File: src/rtl/tdm_pkg.sv
// Shared definitions for the 1-to-16 TDM demultiplexer: frame geometry,
// lock-state encoding and overrun counter width.
package tdm_pkg;

    localparam int N_LANES   = 16;
    localparam int SEL_W     = 4;
    localparam int OVR_CNT_W = 8;

    typedef enum logic {
        HUNT   = 1'b0,
        LOCKED = 1'b1
    } state_t;

endpackage

File: src/rtl/tdm_frame_buf.sv
// One-entry valid/ready holding register for assembled TDM frames.
// A completed frame is loaded when the slot is empty or drained this cycle; otherwise it is dropped.
module tdm_frame_buf
    import tdm_pkg::*;
(
    input  logic               clk,
    input  logic               rst_n,
    input  logic               load_req,
    input  logic [N_LANES-1:0] load_word,
    input  logic               frame_ready,
    output logic [N_LANES-1:0] frame_o,
    output logic               frame_valid,
    output logic               overrun
);

    logic slot_free;

    // A consumer taking the held frame frees the slot in the same cycle, so a new load wins.
    assign slot_free = !frame_valid || frame_ready;

    always_ff @(posedge clk or negedge rst_n) begin
        if (!rst_n) begin
            frame_o     <= '0;
            frame_valid <= 1'b0;
            overrun     <= 1'b0;
        end else begin
            overrun <= load_req && !slot_free;
            if (load_req && slot_free) begin
                frame_o     <= load_word;
                frame_valid <= 1'b1;
            end else if (frame_valid && frame_ready) begin
                frame_valid <= 1'b0;
            end
        end
    end

endmodule

File: src/rtl/tdm_demux_1to16.sv
// Receive-side 1-to-16 TDM demultiplexer: sync-locked slot counter, lane registers and frame assembly.
// Optional build macro TDM_DEMUX_OVR_CNT_EN adds a saturating ovr_cnt of overrun and sync_err pulses.
module tdm_demux_1to16
    import tdm_pkg::*;
(
    input  logic               clk,
    input  logic               rst_n,
    input  logic               in_bit,
    input  logic               in_valid,
    input  logic               in_sync,
    output logic [SEL_W-1:0]   sel_o,
    output logic               locked_o,
    output logic [N_LANES-1:0] lane_o,
    output logic [N_LANES-1:0] frame_o,
    output logic               frame_valid,
    input  logic               frame_ready,
    output logic               sync_err,
    output logic               overrun
`ifdef TDM_DEMUX_OVR_CNT_EN
    ,
    output logic [OVR_CNT_W-1:0] ovr_cnt
`endif
);

    state_t             state_q, state_d;
    logic [SEL_W-1:0]   sel_d;
    logic [N_LANES-1:0] lane_d;
    logic [N_LANES-1:0] asm_q, asm_d;
    logic               sync_err_d;
    logic               frame_done;

    assign locked_o = (state_q == LOCKED);

    always_ff @(posedge clk or negedge rst_n) begin
        if (!rst_n) begin
            state_q  <= HUNT;
            sel_o    <= '0;
            lane_o   <= '0;
            asm_q    <= '0;
            sync_err <= 1'b0;
        end else begin
            state_q  <= state_d;
            sel_o    <= sel_d;
            lane_o   <= lane_d;
            asm_q    <= asm_d;
            sync_err <= sync_err_d;
        end
    end

    // Slot 0 (by count or by a sync strobe) always restarts assembly, discarding any partial frame.
    always_comb begin
        state_d    = state_q;
        sel_d      = sel_o;
        lane_d     = lane_o;
        asm_d      = asm_q;
        sync_err_d = 1'b0;
        frame_done = 1'b0;
        case (state_q)
            HUNT: begin
                if (in_valid && in_sync) begin
                    state_d   = LOCKED;
                    sel_d     = SEL_W'(1);
                    lane_d[0] = in_bit;
                    asm_d     = {{(N_LANES-1){1'b0}}, in_bit};
                end
            end
            LOCKED: begin
                if (in_valid) begin
                    if (in_sync || sel_o == '0) begin
                        sync_err_d = in_sync && (sel_o != '0);
                        sel_d      = SEL_W'(1);
                        lane_d[0]  = in_bit;
                        asm_d      = {{(N_LANES-1){1'b0}}, in_bit};
                    end else begin
                        lane_d[sel_o] = in_bit;
                        asm_d[sel_o]  = in_bit;
                        sel_d         = sel_o + 1'b1;
                        frame_done    = (sel_o == SEL_W'(N_LANES-1));
                    end
                end
            end
            default: state_d = HUNT;
        endcase
    end

    tdm_frame_buf u_frame_buf (
        .clk         (clk),
        .rst_n       (rst_n),
        .load_req    (frame_done),
        .load_word   (asm_d),
        .frame_ready (frame_ready),
        .frame_o     (frame_o),
        .frame_valid (frame_valid),
        .overrun     (overrun)
    );

`ifdef TDM_DEMUX_OVR_CNT_EN
    logic [OVR_CNT_W:0] ovr_sum;

    assign ovr_sum = {1'b0, ovr_cnt} + (OVR_CNT_W+1)'(sync_err) + (OVR_CNT_W+1)'(overrun);

    always_ff @(posedge clk or negedge rst_n) begin
        if (!rst_n) begin
            ovr_cnt <= '0;
        end else begin
            ovr_cnt <= ovr_sum[OVR_CNT_W] ? '1 : ovr_sum[OVR_CNT_W-1:0];
        end
    end
`endif

endmodule

File: config.mk
export PLATFORM = sky130hd
export DESIGN_NAME = tdm_demux_1to16
export DESIGN_NICKNAME = d
export VERILOG_FILES = /design/src/rtl/tdm_pkg.sv /design/src/rtl/tdm_frame_buf.sv /design/src/rtl/tdm_demux_1to16.sv
export SDC_FILE = /design/constraint.sdc
export NUM_CORES = 1
export LEC_CHECK = 0
export ABC_AREA = 1
export CORE_MARGIN = 1.5
export CORE_UTILIZATION = 50
export DETAILED_ROUTE_END_ITERATION = 8
export GPL_ROUTABILITY_DRIVEN = 1
export PLACE_DENSITY = 0.76
export SLEW_MARGIN = 20
export SYNTH_ARGS = -nofsm -noshare
export SYNTH_HDL_FRONTEND = slang
export SYNTH_SLANG_ARGS = --single-unit
File: constraint.sdc
create_clock -name clk -period 2.1 [get_ports clk]
set_input_delay 0.525 -clock clk [delete_from_list [all_inputs] [get_ports clk]]
set_output_delay 0.525 -clock clk [all_outputs]
set_load 0.03 [all_outputs]
==> flow_metrics.tcl <==
set metrics [dict create \
    critPathKind "flop to output port" \
    clockRootBuffer "clkbuf_8" \
    syn_nets 367 \
    crit_path_start_kind "flop" \
    synth.yosys.seq_area_share 0.5045 \
    cts_tree "yes" \
    fin_skew_ns 0.004140 \
    crit_family "buffers and inverters" \
    worst_pin_slew_ns 0.4341 \
    synth_cells 357 \
    finalInstanceArea_mm2 0.003461 \
    p_leak_nw 1.719 \
    vias_per_cell 5.027 \
    initial_utilization 0.5303 \
    path_cells "clkdlybuf4s50_1" \
    ys_async_sr_fraction 1.000 \
    vdd_drop_max_mv 0.4480 \
    cts_buffers 5 \
    dr.first_iter.drc_count 109 \
    instances_no_fill 477 \
    grt_overflow 0 \
    track_usage 0.2253 \
    ys_ff_latch 56 \
    dp_hpwl_um 4307 \
    period_minus_slack_ns 2.039 \
    reg2reg_to "lane_o[12]" \
    rows 26 \
    yosys.area_share.xor_xnor 0 \
    routedWlPerCell_um 12.90 \
    clock_path_buffers 2 \
    synth_mux_area_frac 0 \
    hold_violations 0 \
    synthFlopType "dfrtp_1" \
    io_pins 46 \
    postSynthAreaPerCell_um2 7.781 \
    fin_crit_sh 0.9707 \
    die_x_um 77.54 \
    grt_max_degree 57 \
    dr_wl_met2_um 2845 \
    die_area_mm2 0.006012 \
    antenna_found_initial 0 \
    worst_r2r_startpoint "sel_o[0]" \
    clock-sinks 56 \
    insertion_delay_ns 0.32 \
    routabilityCongestion 0.8034 \
    slew_violations 0 \
    relSlewSlack 0.7095 \
    arrival_ns 1.51 \
    ant_nets 0 \
    port_buffers 45 \
    slowest_stage "clkdlybuf4s50_1" \
    htreeDepth 2 \
    netlist_area_mm2 0.002778 \
    postPlaceCellArea_mm2 0.003342 \
    end_kind "output port" \
    worst_r2r_path_depth 8 \
    post_synth_fa_ha_maj_area_fraction 0.01802 \
    coreArea_mm2 0.005238 \
    post_cts.repair.setup_buffers 0 \
    rrSetupSlack_ns 0.32 \
    n_antenna_cell 0 \
    drv_cap 0 \
    setup_tns_ns 0 \
    grt_pass1_vias 2265 \
    top_layer_used "met4" \
    fillers 438 \
    dp_cells 469 \
    critical_path_buf_inv_count 1 \
    num_vias 2398 \
    max_freq_mhz 490.6 \
    hp-class "input port to asynchronous set/reset pin" \
    wirelength_met1_um 2887 \
    rsz0062_at_grt "false" \
    dieHeight_um 77.54 \
    cts.clk_slew.worst_paths_ns 0.10 \
    synth.distinct_cells 24 \
    firstDrtPassIters 4 \
    setup_viol 0 \
    synth_edf_count 0 \
    synth_compound_area_frac 0.08829 \
    slowest_delay_ns 0.72 \
    synth_top_family_by_area "simple AND/OR/NAND/NOR gates" \
    routed_wl_um 6155 \
    nets 416 \
    synth.yosys.warnings 0 \
    critPathMaxFanout 7 \
    p_per_area_mw_per_mm2 786.9 \
    layout-drive-gt1-share 0.06634 \
    worstPathRequired_ns 1.57 \
    syn2layout_area_growth_pct 24.59 \
    drc 0 \
    status "complete, no violations" \
    synthSimpleGateAreaFrac 0.3036 \
    grt_pass1_wl_um 10740 \
    wl_met3_um 315 \
]
## repair_timing
item	4_1_cts	5_1_grt
endpoints found under the setup margin	0	3
resized for setup	0	3
hold buffers	0	0
hold endpoints to repair	0	0
## state kept, by name, summed over array words and instances (netlist names)
| register | cells |
|---|---|
| asm_q | 16 |
| lane_o | 16 |
| u_frame_buf.frame_o | 16 |
| sel_o | 4 |
| locked_o | 1 |
| sync_err | 1 |
| u_frame_buf.frame_valid | 1 |
| u_frame_buf.overrun | 1 |
## area by class of cell
| type | count | area, um^2 | area share |
|---|---|---|---|
| flip-flops and latches | 56 | 1401 | 0.4049 |
| multi-input cells | 243 | 1139 | 0.3290 |
| repair buffers | 55 | 553.0 | 0.1598 |
| inverters | 45 | 168.9 | 0.04881 |
| well taps | 70 | 87.58 | 0.02531 |
| clock buffers | 6 | 72.57 | 0.02097 |
| clock inverters | 2 | 38.79 | 0.01121 |
## Yosys cell counts (2+ instances only)
cell | count | area (um^2)
nand2_1 | 126 | 473.0
dfrtp_1 | 56 | 1401
inv_1 | 43 | 161.4
o21ai_0 | 40 | 200.2
nand3_1 | 25 | 125.1
nor2_1 | 19 | 71.32
nor4_1 | 11 | 68.82
clkbuf_1 | 6 | 22.52
buf_2 | 4 | 20.02
ha_1 | 4 | 50.05
a21oi_1 | 3 | 15.01
o31ai_1 | 3 | 22.52
buf_4 | 2 | 15.01
nand2_2 | 2 | 12.51
nand2_4 | 2 | 22.52
nor2_8 | 2 | 40.04
nor3_1 | 2 | 10.01
## per-layer routing
metal / track usage / vias to the layer above
li1: - / 1230
met1: 0.3205 / 1082
met2: 0.3518 / 77
met3: 0.02941 / 9
met4: 0.08727 / 0
met5: 0 / -
## cell families (layout without fill, tap and decap cells)
kind of cell / count (synthesis) / in the layout
fa+ha+maj: 4 / 4
compound gates: 47 / 47
simple gates: 192 / 192
flops: 56 / 56
buf+inv: 58 / 108
## worst max-delay path by stage
| stage | from | depth (start not counted) | to |
|---|---|---|---|
| global placement | in_valid | 5 | lane_o[6] |
| finish | sel_o[0] | 1 | sel_o[0] |
| detailed placement | in_valid | 6 | lane_o[12] |
| CTS | sel_o[3] | 1 | sel_o[3] |
| global route | sel_o[0] | 1 | sel_o[0] |
| floorplan | sel_o[0] | 11 | u_frame_buf.frame_o[10] |
## metrics by stage
step                utilization  setup WS, ns  total power [mW]  hold WS [ns]
finish                   0.6608       0.06148             2.723        0.2058
global route             0.6608       0.01886             2.868        0.2250
CTS                      0.6593       0.02360             2.743        0.2134
detailed placement       0.6381       -0.1185             2.032        0.4640
global placement         0.6381      -0.02009             2.017        0.4592
floorplan                     -        0.2558             1.715        0.2294
## cell usage in the layout, fill, tap and decap left out, types with 4 or more instances in the layout
master           synthesis  layout
nand2_1                126     126
o21ai_0                 40      40
dfrtp_1                 56      56
nand3_1                 25      25
nor4_1                  11      11
ha_1                     4       4
clkbuf_8                 0       5
clkdlybuf4s50_1          0      41
inv_1                   43      43
buf_4                    2       8
nor2_1                  19      19
## power by group
group | total (mW) | switching, mW | internal, mW | leakage, nW
Clock | 0.717 | 0.356 | 0.361 | 0.0558
Sequential | 1.26 | 0.0745 | 1.19 | 0.713
Combinational | 0.744 | 0.471 | 0.273 | 0.950
Total | 2.72 | 0.902 | 1.82 | 1.72
Note: power is estimated with default switching activity, not from simulation.
==> patch 1 (same settings) <==
The option `TDM_DEMUX_OVR_CNT_EN` is turned on by a define.
--- a/src/rtl/tdm_demux_1to16.sv
+++ b/src/rtl/tdm_demux_1to16.sv
@@ -1,5 +1,7 @@
 // Receive-side 1-to-16 TDM demultiplexer: sync-locked slot counter, lane registers and frame assembly.
 // Optional build macro TDM_DEMUX_OVR_CNT_EN adds a saturating ovr_cnt of overrun and sync_err pulses.
+`define TDM_DEMUX_OVR_CNT_EN
+
 module tdm_demux_1to16
     import tdm_pkg::*;
 (
Function (old outputs only; new: ovr_cnt): kept (Yosys induction, for registers that start in step).
==> patch 1 against the unedited design <==
Routed wire length increased by 16%. First-iteration DRC count up 26%. Synthesized cell count rose by 12%. Sequential cell count grew 8. Sequential power rose by 21%. Setup slack better by 0.0051 ns. Design area rose by 17%. Power increased by 25%. Combinational power increased by 38%. Final cell count grew 14%. Critical path depth stayed put. Register-to-register slack got worse by 0.06 ns. Area after synthesis rose by 15%.
==> patch 1: results (changes against the unedited design) <==
- Outcome: finished, final reports clean (unchanged)
- Maximum fanout along the worst path: 6 (was 7)
- Fill cells: 505 (was 438)
- Main area contributors after synthesis: dfrtp_1 50%, nand2_1 16%, o21ai_0 6.8% (was dfrtp_1 50%, nand2_1 17%, o21ai_0 7.2%)
- Routed wire per std cell: 13.19 um (was 12.90 um)
- Worst clock skew: 0.007720 ns (was 0.004140 ns)
- Nets: 477 (was 416)
- Maximum number of pins on one net before global-route repair: 41 (was 57)
- Number of buffers added on ports: 53 (was 45)
- Sequential-to-total area share from yosys stat: 50.33% (was 50.45%)
- Top Registers: asm_q (16), lane_o (16), u_frame_buf.frame_o (16) (unchanged)
- Net count of the mapped netlist: 412 (was 367)
- Number of buffers inserted during clock tree synthesis: 9 (was 5)
- Sum of net half-perimeters after detailed placement: 5.142 mm (was 4.307 mm)
- Total net switching power: 1.180 mW (was 0.9015 mW)
- Worst Tran Pin Value: 0.4022 ns (was 0.4341 ns)
- Count of routing violations after the opening detailed-route iteration: 137 (was 109)
- Skew-Pair Late Insertion Delay: 0.35 ns (was 0.32 ns)
- Share of cells above drive strength 1: 8.333% (was 6.634%)
- Pleak: 1.974 nW (was 1.719 nW)
- Level count of the clock H-tree: 3 (was 2)
- Via-per-instance ratio: 5.158 (was 5.027)
- IR Drop Worst-Case VDD: 559.2 uV (was 448.0 uV)
- Number of global-route vias before repair: 2,560 (was 2,265)
- Routability cong.: 0.8836 (was 0.8034)
- Clock transition at path regs: 0.06 ns (was 0.10 ns)
- Class of the worst hold path: primary input to asynchronous set/reset pin (unchanged)
- Count of cell types in the netlist: 28 (was 24)
- Initial antenna violation count: 0 (unchanged)
- Global-route usage over all layers: 23.59% (was 22.53%)
## patch 1: cell types whose count changed in the layout (fill, tap and decap cells not counted), sizes merged, moves of 2 or more
cell	before	now
dlymetal6s2s	3	1
clkbuf	6	13
nand3	25	30
nor2	22	24
dfrtp	56	64
or2	1	3
inv	45	51
nand4	0	2
nand2	130	136
a21oi	3	6
clkdlybuf4s50	41	50
o21ai	40	43
buf	11	16
## patch 1: worst paths after layout
path / startpoint / end / slack, ns / cells past startpoint
worst min-delay path: rst_n / lane_o[10] / 0.15 / 2
worst max register to register: sync_err / ovr_cnt[1] / 0.26 / 7
max in group asynchronous: rst_n / asm_q[7] / 1.72 / 2
min in group clk: u_frame_buf.frame_o[6] / u_frame_buf.frame_o[6] / 0.48 / 2
worst min register to register: u_frame_buf.frame_o[6] / u_frame_buf.frame_o[6] / 0.48 / 2
worst max-delay path: sel_o[1] / sel_o[1] / 0.07 / 1
## patch 1: routing by layer
| metal | global-route usage [%] | wire (um) | up-vias |
|---|---|---|---|
| li1 | - | - | 1409 |
| met2 | 35.61 | 3372 | 85 |
| met5 | 0 | 0 | - |
| met4 | 11.33 | 139 | 0 |
| met3 | 5.902 | 401 | 12 |
| met1 | 31.80 | 3248 | 1295 |
## patch 1: power groups by stage
stage,sequential [mW],combinational [mW],clock [mW]
floorplan,1.80,0.330,0
global placement,1.53,1.02,0
detailed placement,1.54,1.04,0
CTS,1.52,1.04,0.891
global route,1.54,1.13,0.965
finish,1.52,1.03,0.870
## patch 1: final cells by class
class	instances	area share [%]
repair buffers	68	17.06
clock inverters	1	0.1238
clock buffers	13	3.684
flip-flops and latches	64	39.63
inverters	51	4.799
multi-input cells	271	32.38
well taps	75	2.322
## patch 1: what timing repair did
item | CTS | global route
resized for setup | 1 | 1
setup buffers | 0 | 0
hold buffers | 0 | 0
setup endpoints to repair | 1 | 1
## patch 1: stage by stage
stage / setup WS [ns] / cells / area [sq um]
after floorplan: 0.2357 / 400 / 3182
after global placement: 0.09949 / 529 / 3886
after detailed placement: 0.07044 / 529 / 3886
after CTS: 0.02594 / 543 / 4039
after global routing: -0.00009037 / 543 / 4041
final: 0.06656 / 543 / 4041
## patch 1: logic make-up (layout without fill, tap and decap cells)
kind of cell             Yosys count  count (layout)  share of synthesized area (%)
buffers and inverters             65             133                          8.533
AND/OR/NAND/NOR                  211             211                          29.73
adder cells (fa/ha/maj)            6               6                          2.595
flip-flops                        64              64                          50.33
AO/OA/AOI/OAI                     54              54                          8.809
==> patch 2 (same settings) <==
Made on the original files. The package constant `SEL_W` goes from 4 to 5.
--- a/src/rtl/tdm_pkg.sv
+++ b/src/rtl/tdm_pkg.sv
@@ -3,7 +3,7 @@
 package tdm_pkg;
 
     localparam int N_LANES   = 16;
-    localparam int SEL_W     = 4;
+    localparam int SEL_W     = 5;
     localparam int OVR_CNT_W = 8;
 
     typedef enum logic {
Interface: changed (resized sel_o); port bits go from 46 to 47. No check against the original RTL was run, so the function may have changed too.
==> patch 2 against the unedited design <==
Final cell count shrank 4.0%. Area after synthesis shrank 5.5%. Routed wire length decreased by 6.1%. Clock skew is 0.0032 ns higher. Design area hardly changed. First-iteration DRC count grew 6.4%. Setup slack lost 0.038 ns. Sequential share of layout area up 0.73 points. Sequential cell count grew 1. Power increased by 19%.
==> patch 2: results (changes against the unedited design) <==
- Max-Slew Margin vs Limit: 66.57% (was 70.95%)
- Remaining Overflow, GRT: 0 (unchanged)
- Skew-Pair Late Insertion Delay: 0.35 ns (was 0.32 ns)
- Length of routed wiring on met1: 2.722 mm (was 2.887 mm)
- Outcome: finished, final reports clean (unchanged)
- Number of buffers inserted during clock tree synthesis: 9 (was 5)
- CP top delay family: buffers and inverters (unchanged)
- Sequential-to-total area share from yosys stat: 54.34% (was 50.45%)
- Via-per-instance ratio: 4.876 (was 5.027)
- Routability cong.: 0.8394 (was 0.8034)
- Pleak: 1.875 nW (was 1.719 nW)
- Worst clock skew: 0.007347 ns (was 0.004140 ns)
- Asr flop ratio synth: 100.0% (unchanged)
- Clock Root Buffer: clkbuf_8 (unchanged)
- Routed wire length on met2: 2.669 mm (was 2.845 mm)
- Cell with the biggest individual delay on the critical path: clkdlybuf4s50_1 (unchanged)
- Nets: 394 (was 416)
- Met1 capacity usage during global routing: 32.41% (was 32.05%)
- Number of buffers added on ports: 46 (was 45)
- Max clock buf depth: 2 (unchanged)
- IR Drop Worst-Case VDD: 519.8 uV (was 448.0 uV)
- Uppermost layer routed: met4 (unchanged)
- Synth cell count leaders: 173 x nand2_1, 57 x dfrtp_1, 22 x o21ai_0, 20 x inv_1, 16 x nor2_1 (was 126 x nand2_1, 56 x dfrtp_1, 43 x inv_1, 40 x o21ai_0, 25 x nand3_1)
- Maximum number of pins on one net before global-route repair: 58 (was 57)
- Fraction of met3 tracks used by global routing: 5.952% (was 2.941%)
- Initial antenna violation count: 0 (unchanged)
- First-pass GRT wire length: 9.694 mm (was 10.74 mm)
- Crit path DAT: 1.55 ns (was 1.51 ns)
- Setup fix buffers added after clock tree synthesis: 0 (unchanged)
- Global-route usage over all layers: 23.57% (was 22.53%)
- Sum of net half-perimeters after detailed placement: 3.982 mm (was 4.307 mm)
- Crit path largest cell delay: 0.73 ns
- Post-detailed-routing wire length: 5.781 mm (was 6.155 mm)
- Count of routing violations after the opening detailed-route iteration: 116 (was 109)
- Maximum fanout along the worst path: 6 (was 7)
- Main area contributors after synthesis: dfrtp_1 54%, nand2_1 25%, o21ai_0 4.2% (was dfrtp_1 50%, nand2_1 17%, o21ai_0 7.2%)
- Fill cells: 436 (was 438)
- Number of instances resized during post-cts repair: 1 (was 0)
- Level count of the clock H-tree: 3 (was 2)
- Ant. Diodes: 0 (unchanged)
- Clock transition at path regs: 0.07 ns (was 0.10 ns)
- Number of global-route vias before repair: 2,045 (was 2,265)
- First-pass iteration count of the detailed router: 4 (unchanged)
- Count of cell types in the netlist: 21 (was 24)
- Class of the worst hold path: primary input to asynchronous set/reset pin (unchanged)
- Wire length on met3: 251 um (was 315 um)
- Number of warnings printed during yosys synthesis: 0 (unchanged)
- Global-route met2 utilization: 34.99% (was 35.18%)
- Share of cells above drive strength 1: 8.505% (was 6.634%)
- Top Registers: asm_q (16), lane_o (16), u_frame_buf.frame_o (16) (unchanged)
- Net count of the mapped netlist: 337 (was 367)
[patch 2: changes by cell type after synthesis, moves of 2 or more]
cell      unedited run  this run
a21oi_1              3         1
clkbuf_1             6         2
inv_1               43        20
nand2_1            126       173
nand3_1             25         2
nand4_1              0        11
nor2_1              19        16
nor3_1               2         0
nor4_1              11         0
o21ai_0             40        22
o31ai_1              3         0
xor2_1               0         2
[patch 2: cell type report]
class	count	share of cell area, %
Inverter	21	2.276
Tap cell	70	2.529
Sequential cell	57	41.22
Clock inverter	4	2.854
Clock buffer	12	4.480
Timing Repair Buffer	55	15.86
Multi-Input combinational cell	239	30.78
[patch 2: cells by family after synthesis]
family          after synthesis  synth area share (%)
flops                        57                 54.34
xor+xnor                      2                0.6674
compound gates               23                 4.385
simple gates                209                 33.18
fa+ha+maj                     5                 2.383
buf+inv                      30                 5.052
[patch 2: report_power, final]
part           internal (mW)  switching, mW  leakage (nW)
clock network          0.855          0.437         0.127
logic                  0.245          0.439         0.973
registers               1.19         0.0745         0.775
[patch 2: final timing paths]
path,start,to,slack [ns],cells after the start
min in group clk,asm_q[4],asm_q[4],0.47,2
max reg2reg,sel_o[1],u_frame_buf.frame_o[8],0.22,12
max in group asynchronous,rst_n,sel_o[0],1.68,2
min reg2reg,asm_q[4],asm_q[4],0.47,2
max,sel_o[3],sel_o[3],0.02,1
min,rst_n,u_frame_buf.frame_o[5],0.16,2
[patch 2: through the flow]
stage	instance area, sq um	std cells	total power, mW	setup WS, ns	util [%]
6_report	3463	458	3.243	0.02378	68.24
5_1_grt	3463	458	3.396	0.006415	68.24
4_1_cts	3460	458	3.267	0.01377	68.17
3_5_place_dp	3207	442	1.972	0.009723	63.19
3_3_place_gp	3207	442	1.949	0.05602	63.19
2_1_floorplan	2625	326	1.672	0.1417	-
